File: config.mk
export PLATFORM = sky130hd
export DESIGN_NAME = pipe_hazard_ctrl
export DESIGN_NICKNAME = d
export VERILOG_FILES = /design/src/rtl/pipe_hazard_ctrl_pkg.sv /design/src/rtl/pipe_hazard_ctrl_fwd_select.sv /design/src/rtl/pipe_hazard_ctrl.sv
export SDC_FILE = /design/constraint.sdc
export NUM_CORES = 1
export LEC_CHECK = 0
export CAP_MARGIN = 15
export CORE_ASPECT_RATIO = 0.8
export CORE_MARGIN = 4
export CORE_UTILIZATION = 40
export CTS_CLUSTER_DIAMETER = 80
export DETAILED_ROUTE_END_ITERATION = 6
export PLACE_DENSITY = 0.71
export SYNTH_ARGS = -nofsm -noshare
export SYNTH_HDL_FRONTEND = slang
export SYNTH_SLANG_ARGS = --single-unit
File: constraint.sdc
create_clock -name clk -period 4.64 [get_ports clk]
set_input_delay 0.696 -clock clk [delete_from_list [all_inputs] [get_ports clk]]
set_output_delay 0.696 -clock clk [all_outputs]
set_load 0.01 [all_outputs]
File: src/rtl/pipe_hazard_ctrl_pkg.sv
// Shared pipeline types for the hazard controller.
// In-flight table entry layout, depth limits and forward-select codes.
package pipe_hazard_ctrl_pkg;

  localparam int DEPTH_MIN = 2;
  localparam int DEPTH_MAX = 8;
  localparam int IDX_MAX   = 8;
  localparam int SEL_RF    = 0;

  // Register indices are zero-extended to IDX_MAX inside the table.
  typedef logic [IDX_MAX-1:0] idx_t;

  typedef struct packed {
    logic valid;
    idx_t src1;
    idx_t src2;
    logic two_src;
    idx_t dest;
    logic wb_en;
    logic mem_r_en;
  } ent_t;

  function automatic logic src_hit(
    input ent_t e,
    input idx_t s1,
    input idx_t s2,
    input logic two
  );
    return e.valid && e.wb_en &&
           ((e.dest == s1) || (two && (e.dest == s2)));
  endfunction

endpackage

File: src/rtl/pipe_hazard_ctrl_fwd_select.sv
// Priority match of one EXE source index against older entries.
// The youngest producer (smallest entry index) wins.
module pipe_fwd_select
  import pipe_hazard_ctrl_pkg::*;
#(
  parameter int DEPTH = 3,
  parameter int SEL_W = $clog2(DEPTH)
) (
  input  logic [DEPTH-1:1] wr_v,
  input  idx_t [DEPTH-1:1] wr_dest,
  input  idx_t             src,
  input  logic             en,
  output logic [SEL_W-1:0] sel
);

  always_comb begin
    sel = SEL_W'(SEL_RF);
    if (en) begin
      for (int k = DEPTH - 1; k >= 1; k--) begin
        if (wr_v[k] && (wr_dest[k] == src)) begin
          sel = SEL_W'(k);
        end
      end
    end
  end

endmodule

File: src/rtl/pipe_hazard_ctrl.sv
// Hazard detection, stall/flush control and operand forwarding select.
// Tracks DEPTH in-flight instructions from EXE through WB.
module pipe_hazard_ctrl
  import pipe_hazard_ctrl_pkg::*;
#(
  parameter int REG_W = 4,
  parameter int DEPTH = 3,
  parameter int CNT_W = 16
) (
  input  logic                     clk,
  input  logic                     rst,
  input  logic                     forward_en,
  input  logic                     issue_valid,
  input  logic [REG_W-1:0]         issue_src1,
  input  logic [REG_W-1:0]         issue_src2,
  input  logic [REG_W-1:0]         issue_dest,
  input  logic                     issue_two_src,
  input  logic                     issue_wb_en,
  input  logic                     issue_mem_r_en,
  input  logic                     branch_taken,
  input  logic                     mem_ready,
  output logic                     freeze,
  output logic                     flush,
  output logic                     stall_all,
  output logic [$clog2(DEPTH)-1:0] fwd_sel1,
  output logic [$clog2(DEPTH)-1:0] fwd_sel2,
  output logic [CNT_W-1:0]         hz_cnt,
  output logic [CNT_W-1:0]         stall_cnt
);

  localparam int SEL_W = $clog2(DEPTH);

  ent_t [DEPTH-1:0] tbl_q, tbl_d;
  logic [CNT_W-1:0] hz_q, hz_d;
  logic [CNT_W-1:0] st_q, st_d;

  ent_t issue_ent;
  idx_t is1, is2;
  logic hazard;

  always_comb begin
    is1 = idx_t'(issue_src1);
    is2 = idx_t'(issue_src2);
    issue_ent = '0;
    issue_ent.valid    = 1'b1;
    issue_ent.src1     = is1;
    issue_ent.src2     = is2;
    issue_ent.two_src  = issue_two_src;
    issue_ent.dest     = idx_t'(issue_dest);
    issue_ent.wb_en    = issue_wb_en;
    issue_ent.mem_r_en = issue_mem_r_en;
  end

  // WB (last entry) is assumed to write the register file early enough.
  always_comb begin
    hazard = 1'b0;
    if (forward_en) begin
      hazard = tbl_q[0].mem_r_en &&
               src_hit(tbl_q[0], is1, is2, issue_two_src);
    end else begin
      for (int k = 0; k < DEPTH - 1; k++) begin
        if (src_hit(tbl_q[k], is1, is2, issue_two_src)) begin
          hazard = 1'b1;
        end
      end
    end
  end

  always_comb begin
    tbl_d = tbl_q;
    if (mem_ready) begin
      for (int k = DEPTH - 1; k >= 1; k--) begin
        tbl_d[k] = tbl_q[k-1];
      end
      tbl_d[0] = '0;
      if (issue_valid && !hazard && !branch_taken) begin
        tbl_d[0] = issue_ent;
      end
    end
  end

  always_comb begin
    hz_d = hz_q;
    st_d = st_q;
    if (issue_valid && hazard && mem_ready && (hz_q != '1)) begin
      hz_d = hz_q + CNT_W'(1);
    end
    if (!mem_ready && (st_q != '1)) begin
      st_d = st_q + CNT_W'(1);
    end
  end

  always_ff @(posedge clk or negedge rst) begin
    if (!rst) begin
      tbl_q <= '0;
      hz_q  <= '0;
      st_q  <= '0;
    end else begin
      tbl_q <= tbl_d;
      hz_q  <= hz_d;
      st_q  <= st_d;
    end
  end

  logic [DEPTH-1:1] wr_v;
  idx_t [DEPTH-1:1] wr_dest;
  logic             en1, en2;
  logic [SEL_W-1:0] sel1, sel2;
  logic             unused_tbl;

  always_comb begin
    unused_tbl = 1'b0;
    for (int k = 1; k < DEPTH; k++) begin
      wr_v[k]    = tbl_q[k].valid && tbl_q[k].wb_en;
      wr_dest[k] = tbl_q[k].dest;
      unused_tbl = unused_tbl ^ (^{tbl_q[k].src1, tbl_q[k].src2,
                                   tbl_q[k].two_src,
                                   tbl_q[k].mem_r_en});
    end
    en1 = forward_en && tbl_q[0].valid;
    en2 = en1 && tbl_q[0].two_src;
  end

  pipe_fwd_select #(.DEPTH(DEPTH), .SEL_W(SEL_W)) u_fwd1 (
    .wr_v    (wr_v),
    .wr_dest (wr_dest),
    .src     (tbl_q[0].src1),
    .en      (en1),
    .sel     (sel1)
  );

  pipe_fwd_select #(.DEPTH(DEPTH), .SEL_W(SEL_W)) u_fwd2 (
    .wr_v    (wr_v),
    .wr_dest (wr_dest),
    .src     (tbl_q[0].src2),
    .en      (en2),
    .sel     (sel2)
  );

  // Reset forces every control output low, not just the state.
  always_comb begin
    stall_all = rst && !mem_ready;
    freeze    = rst && (!mem_ready || (issue_valid && hazard));
    flush     = rst && branch_taken && mem_ready;
    fwd_sel1  = rst ? sel1 : '0;
    fwd_sel2  = rst ? sel2 : '0;
  end

  assign hz_cnt    = hz_q;
  assign stall_cnt = st_q;

endmodule

==> impl_metrics.ini <==
[routing]
num_vias = 2204
drc = 0
vias_per_cell = 5.10
routedWlPerCell_um = 15.5
wl_um = 6690
ant_nets = 0
drt-initial-drc-count = 78
firstDrtPassIters = 5

[synthesis]
synth_cells = 258
synth_most_common_cell = dfrtp_1
synth_top_flop_cell = dfrtp_1
synth.yosys.seq_area_share_pct = 49.5
yosysTopAreaCellShare_pct = 49.5
synth_edf_count = 0
syn_nets = 281
yosys-top-cells-count = dfrtp_1 (60), xnor2_1 (39), xor2_1 (21)
yosys.area.top_type = dfrtp_1
ys_seq_elements = 60
synthArstFlopShare_pct = 100
syn-cell-area_sq_mm = 0.00303
yosys_warnings = 0
synth_area_per_cell_sq_um = 11.8
synthTopCellsByArea = dfrtp_1 (49%), xnor2_1 (11%), xor2_1 (6.1%), mux2_2 (5.2%), a22o_1 (4.3%)
ys_types = 42

[die]
dieWidth_um = 105
core-area_sq_mm = 0.00739
dieArea_sq_mm = 0.00905
start_util_pct = 41.0
io_pins = 60
die_h_um = 85.9
rows = 28

[sta]
timing.hold.ws_ps = 315
rsz0062_at_grt = false
tightest_slew_ps = 697
finalSetupTns_ps = 0
layout_setup_ws_ps = 1080
setup_viol = 0
fin_crit_ps = 3560
hold_violations = 0
fmaxAchievable_mhz = 281
clock_skew_ps = 8.32
max_slew_margin_pct = 53.4
finalCritPeriodShare_pct = 76.7
drv_slew = 0

[cells_and_area]
area_growth_pct = 29.4
finalNonFillerCells = 432
n_antenna_cell = 0
drive_gt1_share_pct = 13.8
layout.nets = 345
final_cell_area_sq_mm = 0.00393

[power]
pwr-share-comb_pct = 17.9
power_density_mw_per_mm2 = 356
pwr-share-seq_pct = 45.6
cell_internal_pwr_w = 0.00102
swShare_pct = 26.6
p_clk_share_pct = 36.5
leakage_nw = 1.67
switching_power_w = 0.000371
vdd.ir_drop.worst_uv = 239

[cts]
insertion_delay_ps = 330
cts_made_buffers = 9
root_buffer = clkbuf_8
clkSinkCount = 60
postCtsHoldBufs = 0
ctsResizeCount = 0
cts_buffer_depth = 2
cts_tree = done
post_cts_buffers = 0
h-tree-depth = 3
clkTransAtPathRegs_ps = 60

[grt]
antenna_found_initial = 0
grt_pass1_wl_um = 11300
grt-ovfl-total = 0
grt_max_degree = 27
grtUsageTotal_pct = 15.7
grt_pass1_vias = 2305

[critical_path]
critPathCaptureType = output pin
critPathKind = in -> out
worst-path-max-fanout = 5
start_kind = primary input
critPathRequiredTime_ps = 3940
cp_slowest_cell = clkdlybuf4s50_1
reg2reg_from = tbl_q[33]
cpPeakStageDelay_ps = 550
crit_chain = clkdlybuf4s50_1 -> xor2_1 -> nor4_1 -> o2bb2ai_1 -> or2_4 -> a21oi_1 -> nor2b_1 -> clkdlybuf4s50_1
arrival_ps = 2860
startpoint = issue_src1[3]
timing.critical_path.mode_cell = clkdlybuf4s50_1

[placed_design]
place_area_sq_mm = 0.00371
io_buffer_count = 59
place_ws_ps = 1080
dpl.cell_count = 416
dp_hpwl_um = 4930
place_congestion = 0.834

[outcome]
status = finished, final reports clean

[min_path]
min_path_type = in -> async

[run]
maxCapViolations = 0
## registers in the layout, summed over array words and instances (netlist names)
| register | count |
|---|---|
| tbl_q | 28 |
| hz_cnt | 16 |
| stall_cnt | 16 |
## cell families after synthesis
logic type / Yosys count / share of synthesized area [%]
AO/OA/AOI/OAI: 27 / 8.91
XOR/XNOR: 60 / 17.3
adder cells (fa/ha/maj): 2 / 0.825
buffers and inverters: 13 / 2.60
flip-flops: 60 / 49.5
multiplexers: 15 / 5.53
AND/OR/NAND/NOR: 81 / 15.3
## path summary, 6_finish.rpt
path                            endpoint  slack [ps]  depth (start not counted)
setup / recovery                  freeze        1080                          8
hold / removal              stall_cnt[1]         310                          1
setup reg to reg               tbl_q[12]        2530                          6
hold reg to reg            stall_cnt[15]         490                          1
max in group asynchronous   stall_cnt[2]        3590                          2
min in group clk           stall_cnt[15]         490                          1
## power by group through the flow
| stage | Sequential, W | Clock, W | Combinational (W) |
|---|---|---|---|
| floorplan | 0.000640 | 0 | 0.000129 |
| global placement | 0.000644 | 0 | 0.000246 |
| detailed placement | 0.000644 | 0 | 0.000252 |
| CTS | 0.000636 | 0.000525 | 0.000254 |
| global route | 0.000645 | 0.000549 | 0.000273 |
| finish | 0.000636 | 0.000510 | 0.000250 |
## through the flow
stage	power (W)	util, %
global route	0.00147	53.1
global placement	0.000890	50.2
CTS	0.00141	53.1
finish	0.00140	53.1
detailed placement	0.000896	50.2
floorplan	0.000769	-
## cell usage in the layout (no fill, tap or decap), types with 2 or more instances in the layout
master | netlist | routed
dfrtp_1 | 60 | 60
clkdlybuf4s50_1 | 0 | 58
xnor2_1 | 39 | 39
xor2_1 | 21 | 21
nand3_1 | 19 | 19
a22o_1 | 15 | 15
mux2_2 | 14 | 14
nand2_1 | 12 | 12
nand4_1 | 11 | 11
clkbuf_8 | 0 | 10
nor3_1 | 9 | 9
nor4_1 | 6 | 6
nor2_1 | 6 | 6
and3_1 | 4 | 4
nor2b_1 | 3 | 3
inv_1 | 3 | 3
clkinv_2 | 0 | 3
buf_4 | 1 | 3
a31oi_1 | 2 | 2
and4_4 | 2 | 2
ha_1 | 2 | 2
bufinv_16 | 0 | 2
## layer usage
metal  wire length [um]  up-vias  global-route usage, %
met5                  0        -                      0
met4                 91        0                   5.24
met3                339       12                   4.67
met2               2980       65                   23.6
met1               3270     1076                   21.6
li1                   -     1051                      -
## area by class of cell
| class | count | area (sq um) |
|---|---|---|
| clock buffer | 11 | 141 |
| clock inverter | 5 | 75.1 |
| fill | 666 | 3470 |
| inverter | 4 | 15.0 |
| multi-input combinational | 185 | 1450 |
| sequential | 60 | 1500 |
| tap | 105 | 131 |
| timing repair buffer | 62 | 608 |
## worst max-delay path, delay by kind of cell
family                 cells  cell delay (ps)
buffers and inverters      2             1020
AND/OR/NAND/NOR            3              670
AO/OA/AOI/OAI              2              290
XOR/XNOR                   1              190
(Power assumes the default switching activity.)
